===== src/rtl/vga_pkg.sv =====
// Shared 640x480@60 Hz VGA timing constants and playfield geometry used by the
// timing generator, grid mapper and colour mapper.
package vga_pkg;

    localparam int unsigned VGA_H_VISIBLE = 640;
    localparam int unsigned VGA_H_FP      = 16;
    localparam int unsigned VGA_H_SYNC    = 96;
    localparam int unsigned VGA_H_BP      = 48;

    localparam int unsigned VGA_V_VISIBLE = 480;
    localparam int unsigned VGA_V_FP      = 10;
    localparam int unsigned VGA_V_SYNC    = 2;
    localparam int unsigned VGA_V_BP      = 33;

    localparam int unsigned VGA_CLK_DIV   = 2;

    localparam int unsigned VGA_H_TOTAL =
        VGA_H_VISIBLE + VGA_H_FP + VGA_H_SYNC + VGA_H_BP;
    localparam int unsigned VGA_V_TOTAL =
        VGA_V_VISIBLE + VGA_V_FP + VGA_V_SYNC + VGA_V_BP;

    // Sync windows are half-open: [START, END).
    localparam int unsigned VGA_HS_START = VGA_H_VISIBLE + VGA_H_FP;
    localparam int unsigned VGA_HS_END   = VGA_HS_START + VGA_H_SYNC;
    localparam int unsigned VGA_VS_START = VGA_V_VISIBLE + VGA_V_FP;
    localparam int unsigned VGA_VS_END   = VGA_VS_START + VGA_V_SYNC;

    localparam int unsigned BLOCK_SIZE     = 20;
    localparam int unsigned FIELD_X_MIN    = 320;
    localparam int unsigned FIELD_X_MAX    = 520;
    localparam int unsigned FIELD_Y_BOTTOM = 440;

endpackage


===== src/rtl/vga_timing_gen.sv =====
// VGA raster timing: clock divider, DrawX/DrawY counters and registered
// hs/vs/blank/frame_start decode aligned with the counters.
module vga_timing_gen
    import vga_pkg::*;
#(
    parameter int unsigned H_VISIBLE = VGA_H_VISIBLE,
    parameter int unsigned H_FP      = VGA_H_FP,
    parameter int unsigned H_SYNC    = VGA_H_SYNC,
    parameter int unsigned H_BP      = VGA_H_BP,
    parameter int unsigned V_VISIBLE = VGA_V_VISIBLE,
    parameter int unsigned V_FP      = VGA_V_FP,
    parameter int unsigned V_SYNC    = VGA_V_SYNC,
    parameter int unsigned V_BP      = VGA_V_BP,
    parameter int unsigned CLK_DIV   = VGA_CLK_DIV
) (
    input  logic       Clk,
    input  logic       Reset,
    output logic       pixel_en,
    output logic [9:0] DrawX,
    output logic [9:0] DrawY,
    output logic       hs,
    output logic       vs,
    output logic       blank,
    output logic       sync,
    output logic       frame_start
);

    localparam int unsigned H_TOTAL = H_VISIBLE + H_FP + H_SYNC + H_BP;
    localparam int unsigned V_TOTAL = V_VISIBLE + V_FP + V_SYNC + V_BP;
    localparam int unsigned DIV_W   = (CLK_DIV > 1) ? $clog2(CLK_DIV) : 1;

    localparam logic [9:0] H_MAX    = 10'(H_TOTAL - 1);
    localparam logic [9:0] V_MAX    = 10'(V_TOTAL - 1);
    localparam logic [9:0] H_VIS    = 10'(H_VISIBLE);
    localparam logic [9:0] V_VIS    = 10'(V_VISIBLE);
    localparam logic [9:0] HS_START = 10'(H_VISIBLE + H_FP);
    localparam logic [9:0] HS_END   = 10'(H_VISIBLE + H_FP + H_SYNC);
    localparam logic [9:0] VS_START = 10'(V_VISIBLE + V_FP);
    localparam logic [9:0] VS_END   = 10'(V_VISIBLE + V_FP + V_SYNC);

    localparam logic [DIV_W-1:0] DIV_MAX = DIV_W'(CLK_DIV - 1);

    logic [DIV_W-1:0] div_q, div_d;
    logic             pixel_en_q, pixel_en_d;
    logic [9:0]       x_q, x_d;
    logic [9:0]       y_q, y_d;
    logic             hs_q, hs_d;
    logic             vs_q, vs_d;
    logic             blank_q, blank_d;
    logic             frame_start_q, frame_start_d;

    always_comb begin
        div_d         = (div_q == DIV_MAX) ? '0 : div_q + 1'b1;
        pixel_en_d    = (div_q == DIV_MAX);
        x_d           = x_q;
        y_d           = y_q;
        frame_start_d = 1'b0;

        if (pixel_en_q) begin
            if (x_q == H_MAX) begin
                x_d = '0;
                if (y_q == V_MAX) begin
                    y_d           = '0;
                    frame_start_d = 1'b1;
                end else begin
                    y_d = y_q + 10'd1;
                end
            end else begin
                x_d = x_q + 10'd1;
            end
        end

        // Decode from next-state counters so the registered flags line up with DrawX/DrawY.
        hs_d    = !((x_d >= HS_START) && (x_d < HS_END));
        vs_d    = !((y_d >= VS_START) && (y_d < VS_END));
        blank_d = (x_d < H_VIS) && (y_d < V_VIS);
    end

    always_ff @(posedge Clk) begin
        if (Reset) begin
            div_q         <= '0;
            pixel_en_q    <= 1'b0;
            x_q           <= '0;
            y_q           <= '0;
            hs_q          <= 1'b1;
            vs_q          <= 1'b1;
            blank_q       <= 1'b1;
            frame_start_q <= 1'b0;
        end else begin
            div_q         <= div_d;
            pixel_en_q    <= pixel_en_d;
            x_q           <= x_d;
            y_q           <= y_d;
            hs_q          <= hs_d;
            vs_q          <= vs_d;
            blank_q       <= blank_d;
            frame_start_q <= frame_start_d;
        end
    end

    assign pixel_en    = pixel_en_q;
    assign DrawX       = x_q;
    assign DrawY       = y_q;
    assign hs          = hs_q;
    assign vs          = vs_q;
    assign blank       = blank_q;
    assign sync        = 1'b0;
    assign frame_start = frame_start_q;

endmodule


===== config.mk =====
export PLATFORM = sky130hd
export DESIGN_NAME = vga_timing_gen
export DESIGN_NICKNAME = d
export VERILOG_FILES = /design/src/rtl/vga_pkg.sv /design/src/rtl/vga_timing_gen.sv
export SDC_FILE = /design/constraint.sdc
export NUM_CORES = 1
export LEC_CHECK = 0
export ABC_AREA = 1
export BUFFER_PORTS_ARGS = -buffer_cell sky130_fd_sc_hd__buf_2
export CORE_MARGIN = 2
export CORE_UTILIZATION = 28
export DETAILED_ROUTE_END_ITERATION = 8
export PLACE_DENSITY = 0.47
export SETUP_SLACK_MARGIN = 0.4
export SYNTH_ARGS = -nofsm -noshare
export SYNTH_HDL_FRONTEND = slang
export SYNTH_SLANG_ARGS = --single-unit

===== constraint.sdc =====
create_clock -name Clk -period 2.8 [get_ports Clk]
set_clock_uncertainty 0.1 [all_clocks]
set_input_delay 0.42 -clock Clk [delete_from_list [all_inputs] [get_ports Clk]]
set_output_delay 0.42 -clock Clk [all_outputs]
set_load 0.01 [all_outputs]

Word-level counts from Yosys, hierarchy flattened
Cells that the tools add are included.
{ "classes": {"addsub": 3, "magnitude_cmp": 6, "n_eq_ne": 2, "mux": 6, "bitwise": 2, "n_reduce_logical": 7} }
{ "op_table": {"columns": ["cell", "n"], "rows": [
  ["two-way mux 10 bit", 5],
  ["adder 10 x 1 -> 10 bit, second input constant", 2],
  ["== test 10 bit, second input constant", 2],
  ["less-than comparator 10 bit, second input constant", 2],
  ["less-than comparator 10 x 9 -> 1 bit, second input constant", 2],
  ["greater-or-equal comparator 10 bit, second input constant", 1],
  ["greater-or-equal comparator 10 x 9 -> 1 bit, second input constant", 1],
  ["logical AND 1 bit", 3],
  ["OR reduction 3 bit", 1],
  ["zero test 1 bit", 2],
  ["inverter 1 bit", 2],
  ["OR reduction 2 bit", 1],
  ["adder 1 bit, second input constant", 1],
  ["two-way mux 1 bit", 1]
]} }
{ "totals": {"register_bits": 26, "in_bits": 2, "out_inout_bits": 26} }

Depth between registers and ports, before layout
{ "logic_depth": {"ltp_word": 7, "mapped_depth": 14} }

Least setup slack after synthesis
Ideal clock, no wire load.
{ "synth_timing": {"kind": "register to register", "from": "register x_q[0], in the netlist DrawX[0]", "to": "register blank_q, in the netlist blank", "setup_ps": 59, "arrival_ps": 1617, "slack_ps": 1023, "stages_incl_launch_ff": 14, "n_path_buf": 0, "period_less_slack_ps": 1777, "cell_sequence": "dfxtp_1 > ha_1 > nand2_1 > nor2_4 > nand2_2 > nor2_2 > nand2_1 > xor2_1 > clkinv_1 > nand2_1 > inv_2 > nand2_1 > nand2_1 > nand2_1"} }
{ "synth_between": {"elab_chain_len": 5} }
{ "synth_rtl": {"columns": ["element", "line_no", "rtl"], "rows": [
  ["start, declared", "vga_timing_gen.sv:45", "logic [9:0] x_q, x_d;"],
  ["start signal, assigned", "vga_timing_gen.sv:83", "x_q <= '0;"],
  ["start signal, assigned", "vga_timing_gen.sv:92", "x_q <= x_d;"],
  ["adder 10 x 1 -> 10 bit or == test 10 bit (tied branches)", "vga_timing_gen.sv:69, vga_timing_gen.sv:60", null],
  ["two-way mux 10 bit", "vga_timing_gen.sv:60", "if (x_q == H_MAX) begin"],
  ["two-way mux 10 bit", "vga_timing_gen.sv:59", "if (pixel_en_q) begin"],
  ["less-than comparator 10 bit or less-than comparator 10 x 9 -> 1 bit (tied branches)", "vga_timing_gen.sv:76", "blank_d = (x_d < H_VIS) && (y_d < V_VIS);"],
  ["logical AND 1 bit (*)", "vga_timing_gen.sv:76", null],
  ["end signal, assigned", "vga_timing_gen.sv:96", "blank_q <= blank_d;"],
  ["end, declared", "vga_timing_gen.sv:49", "logic blank_q, blank_d;"]
]} }
Every way passes the cells marked *; elsewhere a longest branch is shown, timed or not.
A chain may end at the register's enable or synchronous reset.

Worst setup path after layout
{ "layout_timing": {"from": "register pixel_en_q, in the netlist pixel_en", "to": "register blank_q, in the netlist blank"} }
{ "layout_between": {"elab_chain_len": 3} }
{ "layout_rtl": {"columns": ["element", "line_no", "rtl"], "rows": [
  ["start, declared", "vga_timing_gen.sv:44", "logic pixel_en_q, pixel_en_d;"],
  ["start signal, assigned", "vga_timing_gen.sv:91", "pixel_en_q <= pixel_en_d;"],
  ["two-way mux 10 bit", "vga_timing_gen.sv:59", null],
  ["less-than comparator 10 bit or less-than comparator 10 x 9 -> 1 bit (tied branches)", "vga_timing_gen.sv:76", null],
  ["logical AND 1 bit (*)", "vga_timing_gen.sv:76", null]
]} }
Marks and branches as above.

==> impl_metrics.yaml <==
yosys:
  yosysMostFrequentCell: "nand2_1"
  syn_inst: 233
  yosysTopAreaCellShare_pct: 34.58
  synth.mux.area_fraction_pct: 0
  synth_cell_types: 27
  ys_top_cells_by_area: "dfxtp_1 (35%), nand2_1 (13%), nor2_1 (10%), inv_1 (8.5%), nand3_1 (6.0%)"
  synth.cell_area_um2: 1505
  synth_xor_area_share_pct: 1.746
  postSynth.asyncResetShare_pct: 0
  synth_edf_count: 0
  ys_top_cells_by_count: "nand2_1 (52), nor2_1 (42), inv_1 (34)"
  synth_simple_gate_area_share_pct: 45.47
  synth_nets: 238
  ys_warn_count: 0
  synth_top_family_by_area: "simple AND/OR/NAND/NOR gates"
  synth_fa_ha_area_share_pct: 2.494
  yosysSeqAreaShare_pct: 34.58
  ys_ff_latch: 26
  synth-main-ff-cell: "dfxtp_1"
  syn-mean-instance-area_um2: 6.460
  synth_top_area_cell: "dfxtp_1"
  synth-compound-area-share_pct: 3.408
timing:
  relSlewSlack_pct: 59.91
  rsz0062_at_grt: "no"
  min_period_ns: 2.181
  setup_viol: 0
  setup-tns-final_ns: 0
  fmax_mhz: 458.4
  worst_pin_slew_ns: 0.6006
  hold_viol: 0
  min_period_over_period_pct: 77.91
  slew_violations: 0
  timing.final.ws_setup_ns: 0.6186
drt:
  wire_per_inst_um: 12.04
  viasPerCell: 4.462
  drtIter0Drc: 90
  drc: 0
  firstDrtPassIters: 4
  antenna_left: 0
  drt_wl_total_um: 3936
  num_vias: 1459
placement:
  place_area_um2: 1680
  dp_hpwl_um: 2951
  gp_congestion: 0.8040
  port_buffers: 26
  dp_slack_ns: 0.6135
floorplan:
  core_um2: 5140
  start_util_pct: 29.28
  die_h_um: 77.32
  rows: 26
  die_area_um2: 5978
  io_pins: 28
  fp.dieW_um: 77.32
outcome:
  status: "complete, no violations"
hold_path:
  hold_class: "flop to flop"
pwr:
  p_per_area_nw_per_um2: 413.0
  p_sw_mw: 0.1498
  power.share.clock_pct: 43.6
  ir_worst_vdd_mv: 0.3051
  internal_power_mw: 0.5736
  power_frac_comb_pct: 3.7
  power.leakage_nw: 0.8277
  seqPwrFrac_pct: 52.8
  p_total_mw: 0.7234
  switching_share_pct: 20.71
cts:
  cts_sinks: 26
  cts_hold_buf: 0
  post_cts_resized: 0
  cts-htree-levels: 1
  clk_path_buf_depth: 2
  cts_buffers: 3
  clock_latency_ns: 0.27
  cts_tree: "built"
  clk_pin_slew_worst_paths_ns: 0.10
  clockRootBuffer: "clkbuf_8"
  postCtsSetupBuffers: 0
global_route:
  grt_usage_pct: 14.22
  grt_pass1_wl_um: 6844
  antenna_found_initial: 0
  grt_overflow: 0
  grt_max_degree: 21
  grt_pass1_vias: 1445
final_layout:
  final_nets: 263
  n_antenna_cell: 0
  layout-drive-gt1-share_pct: 17.90
  area_growth_pct: 16.38
  final_area_um2: 1752
setup_path:
  critPathMaxFanout: 14
  required_ns: 2.88
  critPathArrivalTime_ns: 2.26
  critPathLaunchType: "flop"
  end_kind: "flop"
  critPathKind: "flop to flop"
flow_run:
  cap_violations: 0
-- critical path, cell delays in order (launching register included) --
cell and delay [ns]:
dfxtp_1 0.71, inv_1 0.32, nor3_4 0.34, nand3_1 0.11, nand2_1 0.08, nand2_1 0.08, nand3_1 0.08, nand2_1 0.07
nand2_1 0.06, inv_1 0.04, nand2_1 0.05, nand2_1 0.04
-- per-layer routing --
layer / wire length, um / global-route usage, % / vias to the layer above
met5: 0 / 0 / -
met1: 1940 / 18.08 / 643
li1: - / - / 777
met3: 196 / 3.176 / 2
met2: 1775 / 24.35 / 37
met4: 23 / 3.393 / 0
-- cell families (layout without fill, tap and decap cells) --
logic type / after synthesis / after routing
adders and majority gates: 3 / 3
DFF: 26 / 26
other: 1 / 1
xor gates and xnor gates: 3 / 3
AOI/OAI and AO/OA: 10 / 10
and+or+nand+nor: 147 / 147
buffers and inverters: 43 / 67
-- final cells by class --
| class | instances | area, um^2 |
|---|---|---|
| multi-input combinational | 164 | 803.3 |
| clock inverter | 1 | 30.03 |
| fill | 624 | 3388 |
| sequential | 26 | 520.5 |
| clock buffer | 3 | 41.29 |
| inverter | 37 | 138.9 |
| tap | 70 | 87.58 |
| timing repair buffer | 26 | 130.1 |
-- power by group through the flow --
stage / clock network (mW) / registers, mW / logic, mW
detailed placement: 0 / 0.390 / 0.0273
finish: 0.315 / 0.382 / 0.0265
global route: 0.348 / 0.383 / 0.0308
CTS: 0.326 / 0.382 / 0.0274
floorplan: 0 / 0.388 / 0.0197
global placement: 0 / 0.390 / 0.0277
-- worst paths after layout --
path	start	cells past startpoint	slack, ns	endpoint
hold / removal	div_q	1	0.32	div_q
setup / recovery	pixel_en	11	0.62	blank
setup reg to reg	pixel_en	11	0.62	blank
hold reg to reg	div_q	1	0.32	div_q
-- placed cells by master (no fill, tap or decap) --
cell,netlist,layout
inv_1,34,34
conb_1,1,1
nand4_1,12,12
clkbuf_8,0,3
a21oi_1,3,3
xor2_1,3,3
dfxtp_1,26,26
or2_2,1,1
a31oi_1,1,1
nand3_1,18,18
nor2_1,42,42
nor3_1,8,8
o21ai_0,5,5
clkinv_1,1,1
buf_2,1,26
bufinv_16,0,1
nand2_1,52,52
ha_1,3,3
nor2_2,5,5
inv_2,2,2
nor3b_1,1,1
o21ai_1,1,1
nor3_4,1,1
nand2_2,2,2
nand3_2,3,3
nor2_4,2,2
-- flip-flops by register name, indices dropped and copies added, names as in the netlist --
| register | count |
|---|---|
| blank | 1 |
| DrawX | 10 |
| frame_start | 1 |
| hs | 1 |
| pixel_en | 1 |
| vs | 1 |
| div_q | 1 |
| DrawY | 10 |
-- metrics by stage --
stage	util, %	hold WS (ns)	cells
after floorplan	-	0.2925	233
after global placement	32.69	0.3016	323
after detailed placement	32.69	0.3021	323
after CTS	34.08	0.3168	327
after global routing	34.08	0.3736	327
final	34.08	0.3154	327
Note: power is estimated with default switching activity, not from simulation.
